## src/rtl/register_file_pkg.sv

```systemverilog
// Shared sizing constants for the 32 x 32-bit MIPS register file.
package register_file_pkg;
  localparam int DATA_W    = 32;
  localparam int ADDR_W    = 5;
  localparam int REG_COUNT = 2 ** ADDR_W;
  localparam logic [ADDR_W-1:0] REG_ZERO = 5'd0;
endpackage

```

## src/rtl/register_file_if.sv

```systemverilog
// Write/read bus of the register file: decode drives addresses and write data,
// the file returns two combinational read words.
interface register_file_if;
  import register_file_pkg::*;

  logic              write_en;
  logic [ADDR_W-1:0] write_addr;
  logic [DATA_W-1:0] write_data;
  logic [ADDR_W-1:0] read_addr_a;
  logic [ADDR_W-1:0] read_addr_b;
  logic [DATA_W-1:0] read_data_a;
  logic [DATA_W-1:0] read_data_b;

  modport master (
    output write_en, write_addr, write_data, read_addr_a, read_addr_b,
    input  read_data_a, read_data_b
  );

  modport slave (
    input  write_en, write_addr, write_data, read_addr_a, read_addr_b,
    output read_data_a, read_data_b
  );
endinterface

```

## src/rtl/register_file_decoder5_32.sv

```systemverilog
// Write-side 5-to-32 one-hot decoder; all lines low when the enable is low.
module decoder5_32
  import register_file_pkg::*;
(
  input  logic                 en_i,
  input  logic [ADDR_W-1:0]    addr_i,
  output logic [REG_COUNT-1:0] onehot_o
);
  genvar gi;
  generate
    for (gi = 0; gi < REG_COUNT; gi++) begin : g_line
      assign onehot_o[gi] = en_i && (addr_i == ADDR_W'(gi));
    end
  endgenerate
endmodule

```

## src/rtl/register_file_mux32.sv

```systemverilog
// Single-bit 32-to-1 selector; the read ports use one per data bit.
module mux32_1
  import register_file_pkg::*;
(
  input  logic [REG_COUNT-1:0] src_i,
  input  logic [ADDR_W-1:0]    sel_i,
  output logic                 bit_o
);
  assign bit_o = src_i[sel_i];
endmodule

```

## src/rtl/register_file.sv

```systemverilog
// 31 writable registers (r0 reads as zero) with one write port and two
// combinational read ports; asynchronous active-low clear.
module register_file
  import register_file_pkg::*;
(
  input  logic            clk,
  input  logic            rst_n,
  register_file_if.slave  bus
);
  logic [REG_COUNT-1:0] we_lines;
  logic [DATA_W-1:0]    regs_q [1:REG_COUNT-1];
  logic [DATA_W-1:0]    regs_d [1:REG_COUNT-1];
  logic [REG_COUNT-1:0] bit_plane [DATA_W];
  logic [DATA_W-1:0]    rd_a;
  logic [DATA_W-1:0]    rd_b;
  logic                 unused_we_zero;

  decoder5_32 u_dec (
    .en_i     (bus.write_en),
    .addr_i   (bus.write_addr),
    .onehot_o (we_lines)
  );

  // r0 has no storage, so its enable line goes nowhere
  assign unused_we_zero = we_lines[REG_ZERO];

  always_comb begin
    for (int r = 1; r < REG_COUNT; r++) begin
      regs_d[r] = regs_q[r];
      if (we_lines[r]) regs_d[r] = bus.write_data;
    end
  end

  always_ff @(posedge clk or negedge rst_n) begin
    if (!rst_n) begin
      for (int r = 1; r < REG_COUNT; r++) regs_q[r] <= '0;
    end else begin
      for (int r = 1; r < REG_COUNT; r++) regs_q[r] <= regs_d[r];
    end
  end

  // Transpose storage into per-bit planes; plane bit 0 is the hardwired zero
  always_comb begin
    for (int b = 0; b < DATA_W; b++) begin
      bit_plane[b] = '0;
      for (int r = 1; r < REG_COUNT; r++) bit_plane[b][r] = regs_q[r][b];
    end
  end

  genvar gi;
  generate
    for (gi = 0; gi < DATA_W; gi++) begin : g_rd
      mux32_1 u_mux_a (
        .src_i (bit_plane[gi]),
        .sel_i (bus.read_addr_a),
        .bit_o (rd_a[gi])
      );
      mux32_1 u_mux_b (
        .src_i (bit_plane[gi]),
        .sel_i (bus.read_addr_b),
        .bit_o (rd_b[gi])
      );
    end
  endgenerate

  assign bus.read_data_a = rd_a;
  assign bus.read_data_b = rd_b;
endmodule

```

## src/flat_wrapper.sv

```systemverilog
// flat-port wrapper written by rule: the top's interface ports become plain ports
module register_file_flat import register_file_pkg::*;
  (clk, rst_n, bus_write_en, bus_write_addr, bus_write_data, bus_read_addr_a, bus_read_addr_b, bus_read_data_a, bus_read_data_b);
  register_file_if bus_i ();
  input  logic clk;
  input  logic rst_n;
  input wire logic [$bits(bus_i.write_en)-1:0] bus_write_en;
  input wire logic [$bits(bus_i.write_addr)-1:0] bus_write_addr;
  input wire logic [$bits(bus_i.write_data)-1:0] bus_write_data;
  input wire logic [$bits(bus_i.read_addr_a)-1:0] bus_read_addr_a;
  input wire logic [$bits(bus_i.read_addr_b)-1:0] bus_read_addr_b;
  output wire logic [$bits(bus_i.read_data_a)-1:0] bus_read_data_a;
  output wire logic [$bits(bus_i.read_data_b)-1:0] bus_read_data_b;
  assign bus_i.write_en = bus_write_en;
  assign bus_i.write_addr = bus_write_addr;
  assign bus_i.write_data = bus_write_data;
  assign bus_i.read_addr_a = bus_read_addr_a;
  assign bus_i.read_addr_b = bus_read_addr_b;
  assign bus_read_data_a = bus_i.read_data_a;
  assign bus_read_data_b = bus_i.read_data_b;
  register_file u_core (.clk(clk), .rst_n(rst_n), .bus(bus_i));
endmodule
```

## config.mk

```make
export PLATFORM = sky130hd
export DESIGN_NAME = register_file_flat
export DESIGN_NICKNAME = d
export VERILOG_FILES = /design/src/rtl/register_file_pkg.sv /design/src/rtl/register_file_if.sv /design/src/rtl/register_file_decoder5_32.sv /design/src/rtl/register_file_mux32.sv /design/src/rtl/register_file.sv /design/src/flat_wrapper.sv
export SDC_FILE = /design/constraint.sdc
export NUM_CORES = 2
export LEC_CHECK = 0
export CORE_MARGIN = 1
export CORE_UTILIZATION = 25
export DETAILED_ROUTE_END_ITERATION = 7
export SLEW_MARGIN = 15
export SYNTH_ARGS = -nofsm -noshare
export SYNTH_HDL_FRONTEND = slang
export SYNTH_SLANG_ARGS = --single-unit
```

## constraint.sdc

```tcl
create_clock -name clk -period 3.75 [get_ports clk]
set_clock_uncertainty 0.05 [all_clocks]
set_input_delay 0.75 -clock clk [delete_from_list [all_inputs] [get_ports clk]]
set_output_delay 0.75 -clock clk [all_outputs]
set_load 0.01 [all_outputs]
```

# Word level (Yosys, flattened, before mapping)

Index checks and enable logic that the tools add are counted.

Bits of input ports: 50
Word-level logic and storage cells: 223
Register bits after elaboration: 992

Equal/unequal tests: 31
Muxes and demuxes: 128
Magnitude comparators: 2
Reduce and logical (&&, ||, !) cells: 31

Operator list:

| kind                 | number |
|---|---|
| $bmux W1 S5          | 64 |
| $eq A5 B5 Y1 const B | 16 |
| $mux W1              | 64 |
| $eq A5 B4 Y1 const B | 8 |
| $logic_and A1 B1 Y1  | 31 |
| $eq A5 B3 Y1 const B | 4 |
| $lt A5 B6 Y1 const B | 2 |
| $eq A5 B2 Y1 const B | 2 |
| $eq A5 B1 Y1 const B | 1 |

# Longest topological paths before layout

Depth in word-level cells: 2
Mapped depth: 10

# By module

Synthesis repeated with hierarchy kept, for this count alone.

Cell total of the unflattened synthesis: 4876
Area total of the unflattened synthesis: 60265.3 µm²

By module, submodules not included:

| module        | area each (µm²) | instances | sequential area each (µm²) | cells an instance |
|---|---|---|---|---|
| register_file | 39211.4         | 1         | 24823.8                    | 2205 |
| mux32_1       | 325.3           | 64        | 0.0                        | 41 |
| decoder5_32   | 234.0           | 1         | 0.0                        | 47 |

# Least setup slack after synthesis

No wires, ideal clock.

Kind: input to output
From: input port bus_read_addr_a[2]
To: output port bus_read_data_a[12]
Path slack: 0.607 ns
Stages on the path: 8
Arrival: 2.343 ns
Path through: clkbuf_1 > buf_2 > clkbuf_1 > mux4_2 > a22o_1 > o21ai_1 > o31ai_1 > buf_4

Cells in the longest elaborated chain, start to end: 2

RTL lines:

| item                          | line                     | text |
|---|---|---|
| start: declaration            | flat_wrapper.sv:10       | `input wire logic [$bits(bus_i.read_addr_a)-1:0] bus_read_addr_a;` |
| $bmux W1 S5                   | register_file_mux32.sv:9 | `assign bit_o = src_i[sel_i];` |
| $mux W1 (not written as such) | register_file_mux32.sv:9 |  |
| end: declaration              | flat_wrapper.sv:12       | `output wire logic [$bits(bus_i.read_data_a)-1:0] bus_read_data_a;` |

Every way passes these cells. The select of a mux whose other input is x is not followed.

# Final worst setup path

From: input port bus_read_addr_b[0]
To: output port bus_read_data_b[11]

Cells in the longest elaborated chain, start to end: 2

RTL lines:

| item                          | line                     | text |
|---|---|---|
| start: declaration            | flat_wrapper.sv:11       | `input wire logic [$bits(bus_i.read_addr_b)-1:0] bus_read_addr_b;` |
| $bmux W1 S5                   | register_file_mux32.sv:9 |  |
| $mux W1 (not written as such) | register_file_mux32.sv:9 |  |
| end: declaration              | flat_wrapper.sv:13       | `output wire logic [$bits(bus_i.read_data_b)-1:0] bus_read_data_b;` |

Every way passes these cells. The select of a mux whose other input is x is not followed.

==> results.md <==
Outcome:
- The flow ran to the end, but the final reports show violations.
- The checks that failed: negative setup slack.

Cells and area:
- Counting the fill cells in the layout gives 21,000.
- Summing all multi-input logic gate instances after layout gives 27,100 sq um.
- The register cell area after layout is 24,800 sq um.
- In the final layout, the share of cells above drive strength 1 is 54.4%.
- The register with the most flip-flops in the layout has 992 of them.
- From synthesis to final layout, the design area changed by 22.0%.
- The non-filler instance count after layout is 6,786.
- The final net count is 3,931.

Yosys:
- Of all cell types, the one taking the most synthesized area is sky130_fd_sc_hd__dfrtp_1.
- After technology mapping, the gate count stands at 3,667.
- In the post-synthesis netlist, the cell with the most instances is sky130_fd_sc_hd__mux2_2.
- The most used flip-flop cell after synthesis is sky130_fd_sc_hd__dfrtp_1.
- The sequential fraction of the synthesis area is 46.2%.
- The total of flip-flops plus latches after synthesis is 992.
- The number of flops mapped to enable cells by yosys is 0.
- The share of synthesized registers carrying an async set or reset is 100%.
- By count the netlist is led by sky130_fd_sc_hd__mux2_2 (1,012), sky130_fd_sc_hd__dfrtp_1 (992), sky130_fd_sc_hd__mux4_2 (384).
- The number of different library cells used by synthesis comes to 28.
- The post-synth design cell area is 53,800 sq um.
- The synthesized area per cell is 14.7 sq um.
- Sorting the synthesized cells by area gives the leading types as sky130_fd_sc_hd__dfrtp_1 (46%), sky130_fd_sc_hd__mux2_2 (21%), sky130_fd_sc_hd__mux4_2 (16%), sky130_fd_sc_hd__mux2i_1 (3.6%), sky130_fd_sc_hd__a22o_1 (3.1%).
- The net count of the mapped netlist is 3,717.
- The Yosys step of the flow raised 0 warnings.
- The share of the synthesized area in the top cell type is 46.2%.

Detailed routing:
- After detailed routing, the average wire length per cell comes to 26.6 um.
- For this run, design rule violations remaining after detail routing come to 0.
- For this block, the initial DRC count from the detailed router was 2,850.
- The detailed-routing iteration count for the pre-antenna-repair pass is 5.
- In the routed layout, each cell is associated on average with a via count of 5.20.
- The total number of vias is 35,300.
- The total wire length is 181 mm.
- The detail route stage leaves a number of antenna-violating nets equal to 0.

CTS:
- TritonCTS built the clock tree.
- Counting every sink on the clock net gives 992.
- The clock-pin transition on the worst setup and hold timing paths is 50 ps.
- The H-tree was split into 3 levels.
- Buffers inserted during clock tree synthesis total 98.
- The root buffer cell is sky130_fd_sc_hd__clkbuf_16.
- For the worst-skew pair, the clock arrives at the later sink with an insertion delay of 710 ps.
- The number of buffers between clock root and the deepest sink is 3.

Die:
- The top-level I/O count is 114.
- For this configuration, the core starts out at a cell density of 25.2%.
- The area of the core is 213,000 sq um.
- Row generation in the floorplan step produced 169 rows.
- The floorplan die height is 466 um.
- The die outline area is 217,000 sq um.
- The die is 466 um wide.

Setup path:
- STA classifies the critical path startpoint as an input pin.
- In this run the critical register-to-register path is captured at u_core.bit_plane[974].
- The highest cell delay on the worst timing path is 500 ps.
- The number of cells on the worst reg-to-reg path is 1.
- At the worst endpoint, the arrival time is 3040 ps.
- The most numerous cell type found on the critical path is sky130_fd_sc_hd__buf_12.
- In this run the worst path has a maximum fanout of 14.
- The critical path is of the input pin to output pin type.
- The worst register-to-register path begins at u_core.bit_plane[974].
- The capturing element type of the critical path is an output pin.
- Across all register-to-register paths, the minimum setup slack is 2860 ps.
- Together, buffers and inverters on the worst path number 5.
- The kind of cell adding the most delay to the critical path is buffers and inverters.
- The critical path goes through buf_12, buf_16, buf_12, mux4_2, a22o_1, o21ai_2, o31ai_1, buf_4, clkdlybuf4s50_1.
- On the critical path, the stage with the largest delay is an instance of sky130_fd_sc_hd__mux4_2.
- The data required time at the worst endpoint is 2950 ps.

STA:
- The final setup slack of the worst path is -88.5 ps.
- For the pin with the worst max-slew slack, the measured transition is 1200 ps.
- Headroom to the max-slew limit came out at 20.1%.
- The sum of negative setup slack is -267 ps.
- Subtracting the final worst setup slack from the clock period gives 3840 ps.
- The part of the cycle the worst path needs is 102%.
- The number of failing hold endpoints at the final stage is 0.
- The number of failing setup endpoints in the final timing report is 5.
- The number of slew-limit violations in the final report is 0.
- The timing-limited maximum frequency is 261 MHz.
- Setup repair after global routing could not meet its margin everywhere.

Global route:
- The global routing usage on met2 is 27.6%.
- The total routing resource utilization after global routing is 16.4%.
- The first global-routing pass estimated 264 mm of wire.
- Global routing consumed, on the met1 layer, 20.9% of the routing resources.
- In this run the most used layer during global routing was met2.
- The aggregate global routing overflow is 0.
- Entering global routing, the biggest net connects 108 pins.
- The number of global-route vias before repair came to 36,700.
- The number of antenna violations at the first check in global routing came to 16.
- For met3 alone, demand over resource in global routing was 2.49%.

Placement:
- The HPWL after detailed placement is 114 mm.
- Buffers placed on the I/O ports in this run total 113.
- The final weighted congestion in routability-driven placement is 0.817.
- The number of placed instances, taps included, is 6,551.

Pwr:
- The total power divided by cell area is 495 nW/um^2.
- The worst ir drop on vdd is 0.348 mV.
- The static leakage power is 0.0282 uW.
- The overall power consumption is 32,500 uW.

Min path:
- The type of the most critical hold path is register to register.
- For hold timing, the worst endpoint is u_core.bit_plane[493].
- The cell depth of the worst hold path is 1.
- In this run the most critical hold path is launched from u_core.bit_plane[493].

Run:
- Across the run, the number of max-cap violations was 0.
-- metal layers --
metal | wire length (um) | part of all wire (%) | vias to the layer above
met3 | 9930 | 5.5 | 352
met1 | 74400 | 41 | 19200
met2 | 87800 | 49 | 1188
met4 | 8340 | 4.6 | 14
met5 | 90 | 0.050 | -
li1 | - | - | 14600
-- worst max-delay path by stage --
stage | slack, ps | to | cells after the start | startpoint
6_report | -90 | bus_read_data_b[11] | 9 | bus_read_addr_b[0]
5_1_grt | -140 | bus_read_data_b[30] | 9 | bus_read_addr_b[0]
4_1_cts | -180 | bus_read_data_b[12] | 10 | bus_read_addr_b[0]
3_5_place_dp | -250 | bus_read_data_a[25] | 9 | bus_read_addr_a[0]
3_3_place_gp | -350 | bus_read_data_a[1] | 7 | bus_read_addr_a[0]
2_1_floorplan | 610 | bus_read_data_a[12] | 8 | bus_read_addr_a[2]
-- power by group --
part | leakage, uW | switching, uW | internal (uW)
registers | 0.0127 | 1530 | 12800
logic | 0.0138 | 2980 | 4510
clock network | 0.00168 | 4490 | 6160
total | 0.0282 | 9000 | 23500
-- placed cells by master, fill, tap and decap left out, drive strengths merged, types with 3 or more instances in the layout --
| master | synthesis | routed |
|---|---|---|
| a211oi | 64 | 64 |
| a22o | 191 | 191 |
| and2 | 66 | 66 |
| buf | 260 | 483 |
| bufbuf | 0 | 3 |
| bufinv | 0 | 12 |
| clkbuf | 207 | 146 |
| clkdlybuf4s50 | 0 | 40 |
| clkinv | 0 | 19 |
| clkinvlp | 0 | 3 |
| dfrtp | 992 | 992 |
| diode | 0 | 6 |
| dlygate4sd2 | 0 | 32 |
| dlymetal6s2s | 0 | 17 |
| inv | 2 | 4 |
| mux2 | 1055 | 1055 |
| mux2i | 194 | 194 |
| mux4 | 384 | 384 |
| nand2 | 16 | 16 |
| nand2b | 7 | 7 |
| nand4b | 3 | 3 |
| nor2 | 15 | 15 |
| nor2b | 10 | 10 |
| nor3 | 3 | 3 |
| o21ai | 64 | 64 |
| o22ai | 64 | 64 |
| o31ai | 64 | 64 |
-- stage by stage --
| step | hold WS, ps | utilization (%) | setup WS [ps] | area (sq um) |
|---|---|---|---|---|
| 6_report | 454 | 30.8 | -88.5 | 65600 |
| 5_1_grt | 474 | 30.8 | -142 | 65600 |
| 4_1_cts | 454 | 30.6 | -175 | 65100 |
| 3_5_place_dp | 441 | 28.7 | -250 | 61200 |
| 3_3_place_gp | 429 | 28.7 | -348 | 61200 |
| 2_1_floorplan | 404 | - | 607 | 53800 |
-- cells by family after synthesis --
| family | Yosys count | synth area share, % |
|---|---|---|
| muxes | 1633 | 41.8 |
| DFF | 992 | 46.2 |
| buffers and inverters | 469 | 4.43 |
| and+or+nand+nor | 126 | 1.36 |
| AOI/OAI and AO/OA | 447 | 6.24 |
-- area by class of cell --
cell class	instances	area share [%]
clock buffers	142	4.39
inverters	2	0.0114
well taps	2821	5.38
diodes	6	0.0229
multi-input cells	2206	41.3
clock inverters	36	0.824
repair buffers	581	10.2
flip-flops and latches	992	37.9
-- repair_timing --
item | in CTS | in global routing
endpoints found under the setup margin | 61 | 31
hold buffers | 1 | 0
buffers inserted | 12 | 31
resized for setup | 99 | 39
hold endpoints to repair | 39 | 0
pin swaps | 3 | 6
gates cloned | 3 | 4
No activity file was read; power rests on OpenSTA's default activity.
